<file path="config.mk">
export PLATFORM = sky130hd
export DESIGN_NAME = ssd_scan_controller
export DESIGN_NICKNAME = d
export VERILOG_FILES = /design/src/rtl/ssd_pkg.sv /design/src/rtl/ssd_bin2bcd.sv /design/src/rtl/ssd_scan_controller.sv
export SDC_FILE = /design/constraint.sdc
export NUM_CORES = 1
export LEC_CHECK = 0
export ABC_AREA = 1
export CORE_MARGIN = 2
export CORE_UTILIZATION = 45
export DETAILED_ROUTE_END_ITERATION = 10
export SLEW_MARGIN = 20
export SYNTH_ARGS = -nofsm -noshare
export SYNTH_HDL_FRONTEND = slang
export SYNTH_HIERARCHICAL = 1
export SYNTH_SLANG_ARGS = --single-unit
</file>
<file path="constraint.sdc">
create_clock -name clk -period 2.8 [get_ports clk]
set_input_delay 0.28 -clock clk [delete_from_list [all_inputs] [get_ports clk]]
set_output_delay 0.28 -clock clk [all_outputs]
set_load 0.02 [all_outputs]
</file>
<file path="src/rtl/ssd_pkg.sv">
// ---------------------------------------------------------------------------
// ssd_pkg
// Shared definitions for the seven-segment debug display controller:
//   - conversion FSM state encoding (IDLE, LOAD, SHIFT, DONE)
//   - active-low {g,f,e,d,c,b,a} segment codes for digits 0-9 and blank
//   - width of the binary value being displayed
//   - helpers: segment decode and the double-dabble "add 3" correction
// ---------------------------------------------------------------------------
package ssd_pkg;

   localparam int VAL_W = 13;

   typedef enum logic [1:0] {
      IDLE  = 2'd0,
      LOAD  = 2'd1,
      SHIFT = 2'd2,
      DONE  = 2'd3
   } conv_state_e;

   localparam logic [6:0] SEG_0     = 7'h40;
   localparam logic [6:0] SEG_1     = 7'h79;
   localparam logic [6:0] SEG_2     = 7'h24;
   localparam logic [6:0] SEG_3     = 7'h30;
   localparam logic [6:0] SEG_4     = 7'h19;
   localparam logic [6:0] SEG_5     = 7'h12;
   localparam logic [6:0] SEG_6     = 7'h02;
   localparam logic [6:0] SEG_7     = 7'h78;
   localparam logic [6:0] SEG_8     = 7'h00;
   localparam logic [6:0] SEG_9     = 7'h10;
   localparam logic [6:0] SEG_BLANK = 7'h7F;

   // BCD nibble to active-low segment pattern; non-decimal codes blank.
   function automatic logic [6:0] seg_decode(input logic [3:0] digit);
      logic [6:0] seg;
      case (digit)
         4'd0:    seg = SEG_0;
         4'd1:    seg = SEG_1;
         4'd2:    seg = SEG_2;
         4'd3:    seg = SEG_3;
         4'd4:    seg = SEG_4;
         4'd5:    seg = SEG_5;
         4'd6:    seg = SEG_6;
         4'd7:    seg = SEG_7;
         4'd8:    seg = SEG_8;
         4'd9:    seg = SEG_9;
         default: seg = SEG_BLANK;
      endcase
      return seg;
   endfunction

   // Adds 3 to every nibble >= 5 so the following left shift carries
   // correctly into the next decimal digit.
   function automatic logic [15:0] bcd_adjust(input logic [15:0] bcd);
      logic [15:0] res;
      res = bcd;
      for (int i = 0; i < 4; i++) begin
         if (res[4*i +: 4] >= 4'd5) begin
            res[4*i +: 4] = res[4*i +: 4] + 4'd3;
         end else begin
            res[4*i +: 4] = res[4*i +: 4];
         end
      end
      return res;
   endfunction

endpackage

</file>
<file path="src/rtl/ssd_bin2bcd.sv">
// ---------------------------------------------------------------------------
// ssd_bin2bcd
// Sequential double-dabble converter: 13-bit unsigned -> 4 BCD digits.
// A request (start_i or abort_i) is remembered in a pending flag and
// serviced from IDLE. abort_i while LOAD/SHIFT restarts the conversion so
// the freshly selected value is sampled; the partial result is dropped.
// Ports:
//   clk, rst_n  clock, asynchronous active-low reset
//   start_i     conversion request (scan frame wrap)
//   abort_i     selection changed: restart / request conversion
//   value_i     13-bit value sampled in LOAD
//   bcd_o       BCD working register, valid while done_o is high
//   done_o      high for the single DONE cycle
//   busy_o      registered, high from LOAD until DONE completes
// ---------------------------------------------------------------------------
module ssd_bin2bcd
   import ssd_pkg::*;
(
   input  logic              clk,
   input  logic              rst_n,
   input  logic              start_i,
   input  logic              abort_i,
   input  logic [VAL_W-1:0]  value_i,
   output logic [15:0]       bcd_o,
   output logic              done_o,
   output logic              busy_o
);

   conv_state_e      state_q, state_d;
   logic             pending_q, pending_d;
   logic [VAL_W-1:0] bin_q, bin_d;
   logic [15:0]      bcd_q, bcd_d;
   logic [3:0]       cnt_q, cnt_d;
   logic             busy_q, busy_d;
   logic [15:0]      adj_s;

   assign adj_s = bcd_adjust(bcd_q);

   // Conversion state and datapath registers.
   always_ff @(posedge clk or negedge rst_n) begin
      if (!rst_n) begin
         state_q   <= IDLE;
         pending_q <= 1'b1;
         bin_q     <= {VAL_W{1'b0}};
         bcd_q     <= 16'd0;
         cnt_q     <= 4'd0;
         busy_q    <= 1'b0;
      end else begin
         state_q   <= state_d;
         pending_q <= pending_d;
         bin_q     <= bin_d;
         bcd_q     <= bcd_d;
         cnt_q     <= cnt_d;
         busy_q    <= busy_d;
      end
   end

   // Next-state logic for the double-dabble sequencer.
   always_comb begin
      state_d   = state_q;
      pending_d = pending_q | start_i | abort_i;
      bin_d     = bin_q;
      bcd_d     = bcd_q;
      cnt_d     = cnt_q;
      busy_d    = busy_q;
      case (state_q)
         IDLE: begin
            if (pending_q) begin
               pending_d = 1'b0;
               state_d   = LOAD;
            end else begin
               state_d   = IDLE;
            end
         end
         LOAD: begin
            bin_d   = value_i;
            bcd_d   = 16'd0;
            cnt_d   = 4'd0;
            busy_d  = 1'b1;
            state_d = SHIFT;
         end
         SHIFT: begin
            bcd_d = {adj_s[14:0], bin_q[VAL_W-1]};
            bin_d = {bin_q[VAL_W-2:0], 1'b0};
            cnt_d = cnt_q + 4'd1;
            if (cnt_q == 4'(VAL_W - 1)) begin
               state_d = DONE;
            end else begin
               state_d = SHIFT;
            end
         end
         DONE: begin
            busy_d  = 1'b0;
            state_d = IDLE;
         end
         default: begin
            state_d = IDLE;
         end
      endcase
      // A new selection mid-conversion restarts; its request is consumed here.
      if (abort_i && ((state_q == LOAD) || (state_q == SHIFT))) begin
         state_d   = LOAD;
         pending_d = 1'b0;
      end else begin
         state_d   = state_d;
      end
   end

   assign bcd_o  = bcd_q;
   assign done_o = (state_q == DONE);
   assign busy_o = busy_q;

endmodule

</file>
<file path="src/rtl/ssd_scan_controller.sv">
// ---------------------------------------------------------------------------
// ssd_scan_controller
// Seven-segment debug display sequencer: steps the debug selection code on
// button presses, converts the selected 13-bit value to BCD and scans the
// four digits onto a common-anode display with leading-zero blanking.
// Optional feature macro: SSD_DEBOUNCE_EN (button debounce counter).
// Parameters: DIGIT_PERIOD (cycles per digit), DEBOUNCE_CYCLES, NUM_SEL.
// Ports:
//   clk, rst_n  clock, asynchronous active-low reset
//   btn_next    raw pushbutton, each accepted press advances ssd_sel
//   ssd_value   value returned by the debug selector for ssd_sel
//   ssd_sel     registered selection code (0..NUM_SEL-1)
//   anode       active-low digit enables, bit 0 = least significant digit
//   cathode     active-low segments {g,f,e,d,c,b,a}
//   busy        conversion in flight
// ---------------------------------------------------------------------------
module ssd_scan_controller
   import ssd_pkg::*;
#(
   parameter int DIGIT_PERIOD    = 100000,
   parameter int DEBOUNCE_CYCLES = 1000000,
   parameter int NUM_SEL         = 11
) (
   input  logic              clk,
   input  logic              rst_n,
   input  logic              btn_next,
   input  logic [VAL_W-1:0]  ssd_value,
   output logic [3:0]        ssd_sel,
   output logic [3:0]        anode,
   output logic [6:0]        cathode,
   output logic              busy
);

   localparam int              DIV_W    = (DIGIT_PERIOD > 1) ? $clog2(DIGIT_PERIOD) : 1;
   localparam logic [DIV_W-1:0] DIV_LAST = DIV_W'(DIGIT_PERIOD - 1);
   localparam logic [3:0]      SEL_LAST = 4'(NUM_SEL - 1);

   if ((DIGIT_PERIOD < 2) || (NUM_SEL < 1) || (NUM_SEL > 16) || (DEBOUNCE_CYCLES < 1)) begin : g_bad_cfg
      $error("ssd_scan_controller: unsupported parameter set");
   end

   logic             btn_meta_q, btn_sync_q, btn_prev_q;
   logic             btn_lvl_s, press_s;
   logic [3:0]       sel_q, sel_d;
   logic             sel_chg_q;
   logic [DIV_W-1:0] div_q, div_d;
   logic [1:0]       idx_q, idx_d;
   logic             term_s, wrap_s;
   logic [15:0]      disp_q, disp_d;
   logic [3:0]       anode_q, anode_d;
   logic [6:0]       cathode_q, cathode_d;
   logic [3:0]       digit_s;
   logic             blank_s;
   logic [15:0]      bcd_s;
   logic             done_s, busy_s;

   // Two-flop synchronizer and edge-detect history for the raw button.
   always_ff @(posedge clk or negedge rst_n) begin
      if (!rst_n) begin
         btn_meta_q <= 1'b0;
         btn_sync_q <= 1'b0;
         btn_prev_q <= 1'b0;
      end else begin
         btn_meta_q <= btn_next;
         btn_sync_q <= btn_meta_q;
         btn_prev_q <= btn_lvl_s;
      end
   end

`ifdef SSD_DEBOUNCE_EN
   localparam int              DB_W    = $clog2(DEBOUNCE_CYCLES + 1);
   localparam logic [DB_W-1:0] DB_LAST = DB_W'(DEBOUNCE_CYCLES - 1);

   logic [DB_W-1:0] db_cnt_q, db_cnt_d;
   logic            btn_db_q, btn_db_d;

   // Debounced level and its stability counter.
   always_ff @(posedge clk or negedge rst_n) begin
      if (!rst_n) begin
         db_cnt_q <= {DB_W{1'b0}};
         btn_db_q <= 1'b0;
      end else begin
         db_cnt_q <= db_cnt_d;
         btn_db_q <= btn_db_d;
      end
   end

   // A differing level must persist DEBOUNCE_CYCLES cycles to be accepted.
   always_comb begin
      db_cnt_d = db_cnt_q;
      btn_db_d = btn_db_q;
      if (btn_sync_q != btn_db_q) begin
         if (db_cnt_q == DB_LAST) begin
            btn_db_d = btn_sync_q;
            db_cnt_d = {DB_W{1'b0}};
         end else begin
            db_cnt_d = db_cnt_q + DB_W'(1);
         end
      end else begin
         db_cnt_d = {DB_W{1'b0}};
      end
   end

   assign btn_lvl_s = btn_db_q;
`else
   assign btn_lvl_s = btn_sync_q;
`endif

   assign press_s = btn_lvl_s & ~btn_prev_q;

   // Selection code advance with wrap at NUM_SEL-1.
   always_comb begin
      sel_d = sel_q;
      if (press_s) begin
         if (sel_q >= SEL_LAST) begin
            sel_d = 4'd0;
         end else begin
            sel_d = sel_q + 4'd1;
         end
      end else begin
         sel_d = sel_q;
      end
   end

   // Selection register; sel_chg_q marks the cycle the new code is visible.
   always_ff @(posedge clk or negedge rst_n) begin
      if (!rst_n) begin
         sel_q     <= 4'd0;
         sel_chg_q <= 1'b0;
      end else begin
         sel_q     <= sel_d;
         sel_chg_q <= press_s;
      end
   end

   ssd_bin2bcd u_bin2bcd (
      .clk     (clk),
      .rst_n   (rst_n),
      .start_i (wrap_s),
      .abort_i (sel_chg_q),
      .value_i (ssd_value),
      .bcd_o   (bcd_s),
      .done_o  (done_s),
      .busy_o  (busy_s)
   );

   assign term_s = (div_q == DIV_LAST);
   assign wrap_s = term_s & (idx_q == 2'd3);

   // Digit to show after the terminal count, plus leading-zero blanking.
   always_comb begin
      digit_s = disp_q[3:0];
      blank_s = 1'b0;
      case (idx_d)
         2'd0: begin
            digit_s = disp_q[3:0];
            blank_s = 1'b0;
         end
         2'd1: begin
            digit_s = disp_q[7:4];
            blank_s = (disp_q[15:4] == 12'd0);
         end
         2'd2: begin
            digit_s = disp_q[11:8];
            blank_s = (disp_q[15:8] == 8'd0);
         end
         2'd3: begin
            digit_s = disp_q[15:12];
            blank_s = (disp_q[15:12] == 4'd0);
         end
         default: begin
            digit_s = disp_q[3:0];
            blank_s = 1'b0;
         end
      endcase
   end

   // Scan divider, digit index, display register and segment outputs.
   always_comb begin
      div_d     = div_q;
      idx_d     = idx_q;
      anode_d   = anode_q;
      cathode_d = cathode_q;
      if (done_s) begin
         disp_d = bcd_s;
      end else begin
         disp_d = disp_q;
      end
      if (term_s) begin
         div_d = {DIV_W{1'b0}};
         idx_d = idx_q + 2'd1;
      end else begin
         div_d = div_q + DIV_W'(1);
         idx_d = idx_q;
      end
      if (term_s) begin
         anode_d   = ~(4'b0001 << idx_d);
         cathode_d = blank_s ? SEG_BLANK : seg_decode(digit_s);
      end else begin
         anode_d   = anode_q;
         cathode_d = cathode_q;
      end
   end

   // Scan and display registers; outputs blank in reset.
   always_ff @(posedge clk or negedge rst_n) begin
      if (!rst_n) begin
         div_q     <= {DIV_W{1'b0}};
         idx_q     <= 2'd0;
         disp_q    <= 16'd0;
         anode_q   <= 4'b1111;
         cathode_q <= SEG_BLANK;
      end else begin
         div_q     <= div_d;
         idx_q     <= idx_d;
         disp_q    <= disp_d;
         anode_q   <= anode_d;
         cathode_q <= cathode_d;
      end
   end

   assign ssd_sel = sel_q;
   assign anode   = anode_q;
   assign cathode = cathode_q;
   assign busy    = busy_s;

endmodule

</file>
; ---- Word level (Yosys, flattened, before mapping)
; Memories as Yosys holds them, arrays and structs flattened.
; Index checks and enable logic that the tools add are counted.
[word_totals]
romBits = 112
memories = 1
out_inout_bits = 16
reg_bits = 91
inputBits = 16
[memory_table]
columns = memory, words, width, read_ports, rd_clocked_by_memory_dff, write_ports, line_no
row1 = (name not given), 16, 7, 1, 0, 0, ssd_pkg.sv:35  ; case (digit)
[classes]
addsub = 8
eq_ne = 9
mux = 21
reduce_logical = 9
n_bitwise = 6
shift = 1
n_lt_le_gt_ge = 5
[ops]
columns = operator, count
row1 = case mux 16 bit (2 select lines), 1
row2 = case mux 13 bit (2 select lines), 1
row3 = "adder 17 x 1 -> 17 bit, second input constant", 1
row4 = "== test 17 bit, second input constant", 1
row5 = 2-to-1 mux 17 bit, 1
row6 = "greater-or-equal comparator 4 x 3 -> 1 bit, second input constant", 4
row7 = 2-to-1 mux 4 bit, 4
row8 = case mux 4 bit (4 select lines), 1
row9 = "adder 4 x 2 -> 4 bit, second input constant", 3
row10 = zero test 12 bit, 1
row11 = "== test 2 bit, second input constant", 5
row12 = "adder 4 x 1 -> 4 bit, second input constant", 2
row13 = zero test 8 bit, 1
row14 = case mux 2 bit (4 select lines), 1
row15 = case mux 4 bit (2 select lines), 1
row16 = 2-to-1 mux 7 bit, 1
row17 = 2-to-1 mux 1 bit, 5
row18 = "== test 2 x 1 -> 1 bit, second input constant", 2
row19 = "== test 4 bit, second input constant", 1
row20 = "greater-or-equal comparator 4 bit, second input constant", 1
row21 = zero test 2 bit, 2
row22 = zero test 4 bit, 1
row23 = 2-to-1 mux 2 bit, 2
row24 = inverter 4 bit, 1
row25 = 12 further kinds, 15

; ---- Depth between registers and ports, before layout
[logic_depth]
depth_word = 7
mapped_depth = 19
ltp_nobuf = 19

; ---- Hierarchy
; Netlist, hierarchy kept.
[modules_own_cells]
columns = mod, cells_each, n_inst, area_per_inst_um2
row1 = ssd_scan_controller, 325, 1, 2816.5
row2 = ssd_bin2bcd, 249, 1, 2019.4

; ---- Worst setup path before layout
; No wires, ideal clock.
[synth_path]
path_kind = reg2reg
from = register div_q[0]
to = register cathode_q[3] (netlist: cathode[3])
stages_incl_launch_ff = 17
n_path_buf = 1
path_slack_ps = 603
synth_period_minus_slack_ps = 2197
arrival_time_ps = 2129
path_cell_list = dfrtp_1 > ha_1 > nand3_1 > inv_1 > nand3_2 > nand2_1 > nand2_2 > buf_6 > nand3_1 > nand3_1 > nand2_4 > inv_1 > ha_1 > nand3_1 > nand2_1 > nand2_1 > a21oi_2
[synth_via]
elab_chain_len = 6
[synth_rtl]
columns = item, line_no
row1 = start: declaration, ssd_scan_controller.sv:46  ; logic [DIV_W-1:0] div_q, div_d;
row2 = start signal: assignment, ssd_scan_controller.sv:208  ; div_q <= {DIV_W{1'b0}};
row3 = start signal: assignment, ssd_scan_controller.sv:214  ; div_q <= div_d;
row4 = == test 17 bit *, ssd_scan_controller.sv:147  ; assign term_s = (div_q == DIV_LAST);
row5 = 2-to-1 mux 2 bit *, ssd_scan_controller.sv:189  ; if (term_s) begin
row6 = via idx_d[0], ssd_scan_controller.sv:47  ; logic [1:0] idx_q, idx_d;
row7 = == test 2 bit (tied with other cells), ssd_scan_controller.sv:154  ; case (idx_d)
row8 = case mux 4 bit (4 select lines), ssd_scan_controller.sv:154
row9 = memory read (16 x 7 bit), n/a
row10 = 2-to-1 mux 7 bit *, ssd_scan_controller.sv:198  ; cathode_d = blank_s ? SEG_BLANK : seg_decode(digit_s);
row11 = end signal: assignment, ssd_scan_controller.sv:218  ; cathode_q <= cathode_d;
row12 = end: declaration, ssd_scan_controller.sv:51  ; logic [6:0] cathode_q, cathode_d;
; The timed path passes the listed nets; every way through them passes the cells marked *.
; A chain may end at the register's enable or synchronous reset.

; ---- Worst setup path after layout
[layout_path]
from = register div_q[0]
to = register cathode_q[3] (netlist: cathode[3])
[layout_via]
elab_chain_len = 6
[layout_rtl]
columns = item, line_no
row1 = == test 17 bit *, ssd_scan_controller.sv:147
row2 = 2-to-1 mux 2 bit, ssd_scan_controller.sv:189
row3 = == test 2 bit (tied with other cells), ssd_scan_controller.sv:154
row4 = case mux 4 bit (4 select lines), ssd_scan_controller.sv:154
row5 = memory read (16 x 7 bit), n/a
row6 = 2-to-1 mux 7 bit, ssd_scan_controller.sv:198
; Every way passes the cells marked *; elsewhere a longest branch is shown, timed or not.

==> metrics <==
status finished, final reports clean; reg2reg start div_q[0]; CP Launch Type flip-flop; CP startpoint div_q[0]; Port Buffers 31; nature of the critical path endpoint flip-flop; final wirelength 9.34 mm; worst-margin pin slew 0.734 ns; Sink Count slightly above 90; drc violations 0; die height 108 um; period utilization 0.880; Final Hold Viols 0; Flop pwr share 0.452; Synth Area in Adders 0.0569; initial antenna violation count 0; Ys Warns 6; CTS clk-pin slew, worst paths 0.09 ns; M1 GR Usage 0.236; Multi-input gate area about 0.0022 sq mm; CP max stage delay 0.38 ns; FILL cells 1,014; Area growth, synth to finish 13.2%; clock latency on the worst-skew pair 0.36 ns; top-area cell type share of the netlist area 0.409; initial core utilization 0.466; CTS tree yes; crit path buf inv count 4; Die Wd 108 um; synthesized cell area about 0.0048 sq mm; DP Wirelength 6.69 mm; final worst slack 0.337 ns; unrepaired setup endpoints after global routing false; Logic pwr share 0.299; crit path time final between 2 and 2.5 ns; max_slew headroom 0.510; Crit Path Class reg2reg; Gate Count Post-Synth ~570; DRT Pass-1 Iters 4; switching part of the total 0.361; Hold Path Class in2reg; vias post-DR 3,798; max capacitance violation total 0; Total Negative Setup Slacks 0 ns; worst-case clock buffer depth 2; met2 Track Usage GR 0.303; final cell count without fillers about 750; fmax 0.406 GHz; Net Sw Power 1.30 mW; Placed Cells between 700 and 800; Post-synth top flop dfrtp_1; Post-synth EDFFs 0; area leader, netlist dfrtp_1; Place WS 0.244 ns; Seq. cell area 0.00229 sq mm; DR iter-0 viols 200; FFs w/ async S/R, synth 1.00; share of layout cells above drive strength 1 0.116; drt wl/cell 12.5 um; Slowest-stage cell, CP dfrtp_1; site row count 37; vias in the first global route 3,778; CP arrival 2.76 ns; Clock Power Share 0.248; CP most frequent cell nand2_1; largest family of logic cells by synthesized area simple AND/OR/NAND/NOR gates; largest net degree at the start of global routing 54; synthesized flop and latch total 91; Synth cell types 48; GPL Wtd Cong 0.895; critical-path maximum fanout 12; mux cell area share after synthesis 0.0163; Ant. Diodes 0; Post-Syn Nets a little over 600; Setup-failing EPs final 0; ANT nets after route 0; Synth Area in Simple Gates 0.281; P_int 2.30 mW; met3 Usage GRT 0.0254; Mapped Avg Cell Area roughly 8.4 sq um; Synth Area in Compound Gates 0.0854; post-CTS setup buffers 0; most area-consuming cells after synthesis dfrtp_1, nand2_1, nand3_1, dfstp_2, ha_1; PD cells 657 mW/mm^2; CTS root buf clkbuf_8; WP data required 3.10 ns; Boundary Pins 32; core area between 0.01 and 0.015 sq mm; remaining global-route overflow 0; CP Cell Sequence ha_1, nand3_2, inv_1, nand3_2, nand2_1, nand2_4, inv_2, nand2_2, inv_2, nand2_1, nand2_4, inv_1, ha_1, nand3_1, nand2_1, nand2_1, a21oi_2; Seq/Total Area, Yosys 0.474; CTS H-tree lvls 3; P_leak between 2 and 3 nW; fin nets 645; first-pass GRT wire length 16.9 mm; Peak supply drop approximately 0.00046 V; xor and xnor area share after synthesis 0.00724; delay-heaviest family, CP simple AND/OR/NAND/NOR gates; hold path start btn_next; Avg Vias per Cell 5.08; total CTS buffers 9; busiest grt layer met2; die area 0.0116 sq mm; gr usage total 0.181; count of pins over their slew limit 0; clock skew between 0.008 and 0.009 ns; Hold WS 0.351 ns
[per-layer routing]
metal	wire length (um)	vias to the layer above
li1	-	1939
met1	4520	1774
met2	4330	67
met3	286	18
met4	204	0
met5	0	-
[registers in the layout, indices dropped and copies added, names as in the netlist, 2 cells and up]
register / count
div_q: 17
disp_q: 16
u_bin2bcd/bcd_o: 16
u_bin2bcd/bin_q: 13
cathode: 7
anode: 4
ssd_sel: 4
u_bin2bcd/cnt_q: 4
idx_q: 2
u_bin2bcd/state_q: 2
[worst paths after layout]
check / end / slack, ns / cells after the start
max: cathode[3] / 0.34 / 17
min in group asynchronous: div_q[14] / 0.50 / 2
max in group asynchronous: disp_q[2] / 1.65 / 3
min: btn_meta_q / 0.35 / 1
max reg2reg: cathode[3] / 0.34 / 17
min reg2reg: btn_lvl_s / 0.36 / 0
[synth_stat cells (2+ instances only)]
cell and count:
a21oi_1 10, a21oi_2 2, a31oi_1 2, buf_2 5, buf_6 4, clkbuf_1 4
dfrtp_1 79, dfstp_2 12, ha_1 22, inv_1 70, inv_2 6, mux2_2 7
nand2_1 143, nand2_2 6, nand2_4 4, nand3_1 66, nand3_2 3, nand4_1 13
nor2_1 40, nor3_1 4, nor4_1 3, o211ai_1 4, o21ai_0 29, o21ai_1 2
o21bai_1 4, o22ai_1 6, xor2_1 3
[cells in the final DEF, fill, tap and decap left out, types with 2 or more instances in the layout]
cell type	netlist	final
nand2_1	143	143
dfrtp_1	79	79
inv_1	70	70
nand3_1	66	65
nor2_1	40	40
clkdlybuf4s50_1	0	30
o21ai_0	29	29
ha_1	22	22
nand4_1	13	13
dfstp_2	12	12
a21oi_1	10	10
clkbuf_8	0	9
mux2_2	7	7
inv_2	6	6
o22ai_1	6	6
nand2_4	4	5
nand2_2	6	5
nand3_2	3	4
nor3_1	4	4
o211ai_1	4	4
o21bai_1	4	4
xor2_1	3	3
nor4_1	3	3
buf_4	0	3
a31oi_1	2	2
o21ai_1	2	2
a21oi_2	2	2
clkinv_2	0	2
inv_6	1	2
[metrics by stage]
| stage | instance area (sq um) | power, mW | utilization |
|---|---|---|---|
| floorplan | 4840 | 2.47 | - |
| global placement | 5260 | 2.72 | 0.508 |
| detailed placement | 5260 | 2.75 | 0.508 |
| CTS | 5470 | 3.66 | 0.527 |
| global route | 5480 | 3.89 | 0.528 |
| finish | 5480 | 3.60 | 0.528 |
[cell type report]
| cell class | instances | area share |
|---|---|---|
| tap | 136 | 0.0311 |
| clock inverter | 6 | 0.0119 |
| timing repair buffer | 35 | 0.0644 |
| multi-input combinational | 392 | 0.396 |
| sequential | 91 | 0.419 |
| clock buffer | 10 | 0.0233 |
| inverter | 78 | 0.0544 |
[worst reg2reg max path, stage by stage, from the launching register on]
cell and delay (ns):
dfrtp_1 0.38, ha_1 0.21, nand3_2 0.14, inv_1 0.14, nand3_2 0.14, nand2_1 0.14, nand2_4 0.11, inv_2 0.11
nand2_2 0.07, inv_2 0.09, nand2_1 0.08, nand2_4 0.11, inv_1 0.08, ha_1 0.30, nand3_1 0.07, nand2_1 0.07
nand2_1 0.06, a21oi_2 0.11
[repair_timing]
item | in CTS | in global routing
hold buffers | 1 | 0
setup endpoints to repair | 0 | 6
gates resized for setup | 0 | 2
endpoints found under the hold margin | 40 | 0
[power groups by stage]
stage / logic (mW) / registers (mW) / clock network [mW]
global placement: 1.08 / 1.65 / 0
CTS: 1.10 / 1.63 / 0.927
finish: 1.08 / 1.63 / 0.894
detailed placement: 1.10 / 1.65 / 0
global route: 1.24 / 1.66 / 0.982
floorplan: 0.810 / 1.66 / 0
[cells by family after synthesis]
kind of cell | Yosys count
mux | 7
flops | 91
buf+inv | 91
compound gates | 68
fa+ha+maj | 22
simple gates | 291
xor+xnor | 4
(Power assumes the default switching activity.)
